==> config.mk <==
export PLATFORM = sky130hd
export DESIGN_NAME = amm_pattern_master
export DESIGN_NICKNAME = d
export VERILOG_FILES = /design/src/rtl/amm_pattern_master.sv
export SDC_FILE = /design/constraint.sdc
export NUM_CORES = 1
export LEC_CHECK = 0
export ABC_AREA = 1
export CORE_ASPECT_RATIO = 2
export CORE_UTILIZATION = 50
export DETAILED_ROUTE_END_ITERATION = 12
export PLACE_DENSITY = 0.79
export SYNTH_ARGS = -nofsm -noshare
export SYNTH_HDL_FRONTEND = slang
export SYNTH_SLANG_ARGS = --single-unit
==> constraint.sdc <==
create_clock -name clk -period 2.5 [get_ports clk]
set_input_delay 0.25 -clock clk [delete_from_list [all_inputs] [get_ports clk]]
set_output_delay 0.25 -clock clk [all_outputs]
set_load 0.05 [all_outputs]
==> src/rtl/amm_pattern_master.sv <==
// amm_pattern_master: Avalon-MM master that writes a seed+index pattern to a block, reads it back pipelined and checks it
module amm_pattern_master #(
  parameter int ADDR_W      = 26,
  parameter int DATA_W      = 32,
  parameter int CNT_W       = 16,
  parameter int ADDR_STRIDE = 1,
  parameter int MAX_PENDING = 4
) (
  input  logic                clk,
  input  logic                reset_n,
  input  logic                start,
  input  logic [ADDR_W-1:0]   base_addr,
  input  logic [CNT_W-1:0]    word_count,
  input  logic [DATA_W-1:0]   seed,
  output logic [ADDR_W-1:0]   avm_address,
  output logic                avm_read,
  output logic                avm_write,
  output logic [DATA_W-1:0]   avm_writedata,
  output logic [DATA_W/8-1:0] avm_byteenable,
  output logic [3:0]          avm_burstcount,
  input  logic                avm_waitrequest,
  input  logic [DATA_W-1:0]   avm_readdata,
  input  logic                avm_readdatavalid,
  output logic                busy,
  output logic                done,
  output logic                pass,
  output logic [CNT_W-1:0]    error_count,
  output logic [ADDR_W-1:0]   first_err_addr
);
  typedef enum logic [2:0] {IDLE, WRITE, READ, DRAIN, FINISH} state_t;
  state_t            state, state_n;
  logic [ADDR_W-1:0] base, req_addr, cmp_addr;
  logic [CNT_W-1:0]  count, idx, cmp;
  logic [DATA_W-1:0] pat_seed;
  logic [3:0]        pending;
  logic              wr_acc, rd_acc, ret, last_idx, mismatch, launch;

  assign avm_byteenable = '1;
  assign avm_burstcount = 4'd1;

  // State register; reset always lands in IDLE so all requests drop at once
  always_ff @(posedge clk) state <= !reset_n ? IDLE : state_n;

  // Request outputs, handshake decode and next-state selection
  always_comb begin
    req_addr      = base + ADDR_W'(ADDR_STRIDE) * ADDR_W'(idx);
    cmp_addr      = base + ADDR_W'(ADDR_STRIDE) * ADDR_W'(cmp);
    avm_write     = state == WRITE;
    avm_read      = state == READ && pending < 4'(MAX_PENDING);
    avm_address   = (avm_write || avm_read) ? req_addr : '0;
    avm_writedata = avm_write ? pat_seed + DATA_W'(idx) : '0;
    wr_acc        = avm_write && !avm_waitrequest;
    rd_acc        = avm_read && !avm_waitrequest;
    ret           = avm_readdatavalid && pending != 4'd0;
    mismatch      = ret && avm_readdata != pat_seed + DATA_W'(cmp);
    last_idx      = idx == count - 1'b1;
    launch        = state == IDLE && busy;
    done          = state == FINISH;
    state_n       = state;
    unique case (state)
      IDLE:    state_n = launch ? (count == '0 ? FINISH : WRITE) : IDLE;
      WRITE:   state_n = wr_acc && last_idx ? READ : WRITE;
      READ:    state_n = rd_acc && last_idx ? DRAIN : READ;
      DRAIN:   state_n = cmp == count && pending == 4'd0 ? FINISH : DRAIN;
      default: state_n = IDLE;
    endcase
  end

  // Run parameters, word indices, outstanding-read count and result registers
  always_ff @(posedge clk) begin
    if (!reset_n) begin
      base           <= '0;
      count          <= '0;
      pat_seed       <= '0;
      idx            <= '0;
      cmp            <= '0;
      pending        <= '0;
      busy           <= 1'b0;
      pass           <= 1'b0;
      error_count    <= '0;
      first_err_addr <= '0;
    end else begin
      if (state == IDLE && !busy && start) begin
        base           <= base_addr;
        count          <= word_count;
        pat_seed       <= seed;
        idx            <= '0;
        cmp            <= '0;
        busy           <= 1'b1;
        pass           <= 1'b0;
        error_count    <= '0;
        first_err_addr <= '0;
      end
      if (state == FINISH) begin
        busy <= 1'b0;
        pass <= error_count == '0;
      end
      if (wr_acc) idx <= last_idx ? '0 : idx + 1'b1;
      if (rd_acc) idx <= idx + 1'b1;
      pending <= pending + 4'(rd_acc) - 4'(ret);
      if (ret) cmp <= cmp + 1'b1;
      if (mismatch && error_count != '1) error_count <= error_count + 1'b1;
      if (mismatch && error_count == '0) first_err_addr <= cmp_addr;
    end
  end
endmodule

==> reports/metrics.yaml <==
outcome:
  status: "finished with violations"
  violations: "negative setup slack"
global_routing:
  grt.overflow.total: 0
  antenna_found_initial: 2
  grt_max_degree: 82
  grt_pass1_wl_um: 91200
  busiest_layer: "met2"
  grt_util_met1_pct: 35.6
  grt_usage_pct: 43.8
  grt_pass1_vias: 17546
  grtUsageMet2_pct: 83.7
  use_met3_pct: 8.46
clock_tree:
  root_buffer: "clkbuf_16"
  clock_sinks: 157
  clk_latency_ns: 0.46
  cts_max_level: 4
  cts_inserted_buffers: 17
  cts_buffer_depth: 2
  path_clk_slew_ns: 0.07
  cts_tree: "built"
critical_path:
  r2r_start: "pat_seed[24]"
  worst_setup_path_end_kind: "output port"
  crit_path_max_fanout: 5
  r2r_end: "error_count[1]"
  rr_worst_depth: 14
  r2r_slack_ns: -0.47
  cp_slowest_cell: "nor3_2"
  worstSetupPathType: "register to output port"
  cp_data_arrival_time_ns: 3.29
  max_stage_delay_ns: 0.37
  crit_chain: "buf_6 > ha_4 > nand3_2 > nand2_2 > nand2_2 > nand2_2 > a21oi_4 > o21ai_4 > nand3_2 > nand2_4 > nand2_4 > a21oi_4 > nand2_4 > nor3_2 > buf_4 > nor3_4 > buf_6"
  start_kind: "register"
  required_ns: 2.25
timing:
  timing.max_slew.rel_slack_pct: 38.6
  hold_viol: 0
  fmax_ghz: 0.283
  setup_viol: 90
  hold_slack_ns: 0.304
  layout_setup_ws_ns: -1.04
  finalCritPeriodShare_pct: 141
  finClkSkew_ns: 0.0161
  period_minus_slack_ns: 3.54
  rsz0062_at_grt: "true"
  slew_violations: 0
  worstMarginPinSlew_ns: 0.914
floorplanning:
  fp.dieArea_um2: 27400
  rows: 84
  dieHeight_um: 233
  ios: 224
  core_um2: 26300
  die_width_um: 118
  initial_core_util_pct: 50.8
finish:
  fin_area_um2: 22000
  synthToLayoutAreaGrowth_pct: 65.2
  nets: 2856
  drive_gt1_share_pct: 33.4
pwr:
  switching_power_uw: 4060
  p_int_uw: 5950
  power_density_nw_per_um2: 455
  p_clk_share_pct: 26.9
  vdd_ir_drop_max_mv: 0.531
  leakagePower_uw: 0.00999
  switching_share_pct: 40.6
  comb_power_share_pct: 43.6
  seqPwrFrac_pct: 29.5
  power.total_uw: 10000
synth:
  synthCells: 2114
  ys.warnings.count: 0
  syn_area_um2: 13300
  ys_ff_latch: 157
  synth_edf_count: 0
  yosysSeqAreaShare_pct: 23.6
  yosys-top-cells-area: "dfxtp_1 24%, nand2_1 14%, inv_1 9.1%"
  async_flop_share_pct: 0
  synthDominantCellAreaShare_pct: 23.6
  yosysTopAreaCell: "dfxtp_1"
  syn_avg_cell_area_um2: 6.31
  yosys_most_used_dff: "dfxtp_1"
  ys_types: 50
detailed_routing:
  num_vias: 17891
  dr.pass1.iters: 7
  drt_iter0_drc: 1350
  drt_wl_total_um: 66200
  drc: 0
  wire_per_inst_um: 21.9
  ant_nets: 0
  via_per_inst: 5.91
place:
  placed_cell_area_um2: 19000
  port_buffers: 215
  gp_congestion: 1.05
  hpwl_um: 45400
run:
  maxCapViolCount: 0
min_path:
  hold_class: "input pin to register"
  hold_path_depth: 4
  hold_end: "idx[15]"
  worstHoldStart: "reset_n"
-- what timing repair did --
item,in CTS,in global routing
endpoints found under the setup margin,109,117
hold buffers,0,0
cloned,3,6
gates resized for setup,233,212
endpoints found under the hold margin,0,0
buffers inserted,31,40
pin swaps,85,104
-- power groups by stage --
| stage | clock [uW] | sequential [uW] | combinational, uW |
|---|---|---|---|
| floorplan | 0 | 3080 | 1960 |
| global placement | 0 | 2960 | 3480 |
| detailed placement | 0 | 2960 | 3560 |
| CTS | 2660 | 2920 | 3870 |
| global route | 2760 | 2970 | 4620 |
| finish | 2690 | 2960 | 4370 |
-- sequential cells by signal (all words and copies together), names as in the netlist --
name	count
base	26
busy	1
cmp	16
count	16
error_count	16
first_err_addr	26
idx	16
pass	1
pat_seed	32
pending	4
state	3
-- cells in the mapped netlist (all sizes together), types with 4 or more instances --
| cell type | n |
|---|---|
| nand2 | 514 |
| inv | 328 |
| a21oi | 221 |
| nand3 | 164 |
| dfxtp | 157 |
| nor2 | 157 |
| o21ai | 110 |
| xor2 | 94 |
| ha | 74 |
| nand4 | 66 |
| nor3 | 49 |
| clkbuf | 44 |
| xnor2 | 29 |
| buf | 27 |
| a31oi | 11 |
| nand3b | 10 |
| nor4 | 10 |
| a211oi | 8 |
| a21boi | 6 |
| fa | 5 |
| or2 | 5 |
| a221oi | 4 |
-- cell type report --
class	instances	area, um^2
antenna	2	5.00
clock buffer	23	499
inverter	328	1230
sequential	157	3200
clock inverter	9	97.6
multi-input combinational	1565	10700
tap	344	430
timing repair buffer	597	5880
fill	1646	4240
-- worst max-delay path: cells and delay by family, from the launching register on --
family,cells,cell delay [ns]
and+or+nand+nor,10,1.16
AOI/OAI and AO/OA,3,0.58
buffers and inverters,3,0.49
DFF,1,0.33
adders and majority gates,1,0.28
-- cells in the final DEF (no fill, tap or decap), types with 13 or more instances in the layout --
| cell | netlist | final |
|---|---|---|
| nand2_1 | 511 | 465 |
| nand3_2 | 32 | 51 |
| nor2_1 | 150 | 107 |
| nand4_1 | 66 | 66 |
| inv_1 | 323 | 311 |
| o21ai_0 | 108 | 70 |
| nand3_4 | 2 | 16 |
| a21oi_1 | 192 | 128 |
| nor2_2 | 7 | 33 |
| ha_4 | 0 | 30 |
| buf_6 | 0 | 48 |
| a21oi_4 | 0 | 24 |
| buf_12 | 0 | 55 |
| clkdlybuf4s50_1 | 0 | 154 |
| nand2_2 | 2 | 39 |
| nand3_1 | 130 | 98 |
| xnor2_1 | 29 | 29 |
| clkbuf_16 | 0 | 23 |
| xor2_1 | 94 | 82 |
| inv_2 | 5 | 15 |
| a21oi_2 | 29 | 69 |
| dfxtp_2 | 0 | 29 |
| buf_4 | 8 | 327 |
| o21ai_2 | 0 | 20 |
| dfxtp_1 | 157 | 123 |
| nor2_4 | 0 | 17 |
| o21ai_4 | 0 | 13 |
| nor3_1 | 47 | 32 |
| ha_1 | 74 | 44 |
-- metrics by stage --
step / instances / utilization, % / TNS, ns / setup slack (ns)
CTS: 2988 / 79.0 / -35.28 / -0.689
floorplan: 2120 / - / -1.50 / -0.232
detailed placement: 2933 / 72.2 / -25.47 / -0.439
global placement: 2933 / 72.2 / -22.86 / -0.443
finish: 3025 / 83.9 / -47.04 / -1.04
global route: 3025 / 83.9 / -56.43 / -1.12
-- how the worst max path moves through the flow --
stage	startpoint	to	slack, ns	depth (start not counted)
6_report	pat_seed[2]	avm_writedata[27]	-1.04	17
5_1_grt	pat_seed[2]	avm_writedata[27]	-1.12	17
4_1_cts	idx[0]	avm_address[22]	-0.69	18
3_5_place_dp	pat_seed[15]	first_err_addr[25]	-0.44	18
3_3_place_gp	cmp[8]	error_count[15]	-0.44	17
2_1_floorplan	idx[0]	avm_writedata[24]	-0.23	13
-- logic make-up after synthesis --
group | after synthesis | synth area share [%]
adder cells (fa/ha/maj) | 79 | 7.69
buffers and inverters | 399 | 11.8
XOR/XNOR | 123 | 8.07
AO/OA/AOI/OAI | 376 | 15.7
other | 2 | 0.0563
AND/OR/NAND/NOR | 978 | 33.1
flip-flops | 157 | 23.6
-- metal layers --
| metal | vias up | part of all wire [%] |
|---|---|---|
| li1 | 7979 | - |
| met1 | 8163 | 29 |
| met2 | 1196 | 51 |
| met3 | 553 | 6.7 |
| met4 | 0 | 13 |
| met5 | - | 0 |
Note: power is estimated with default switching activity, not from simulation.
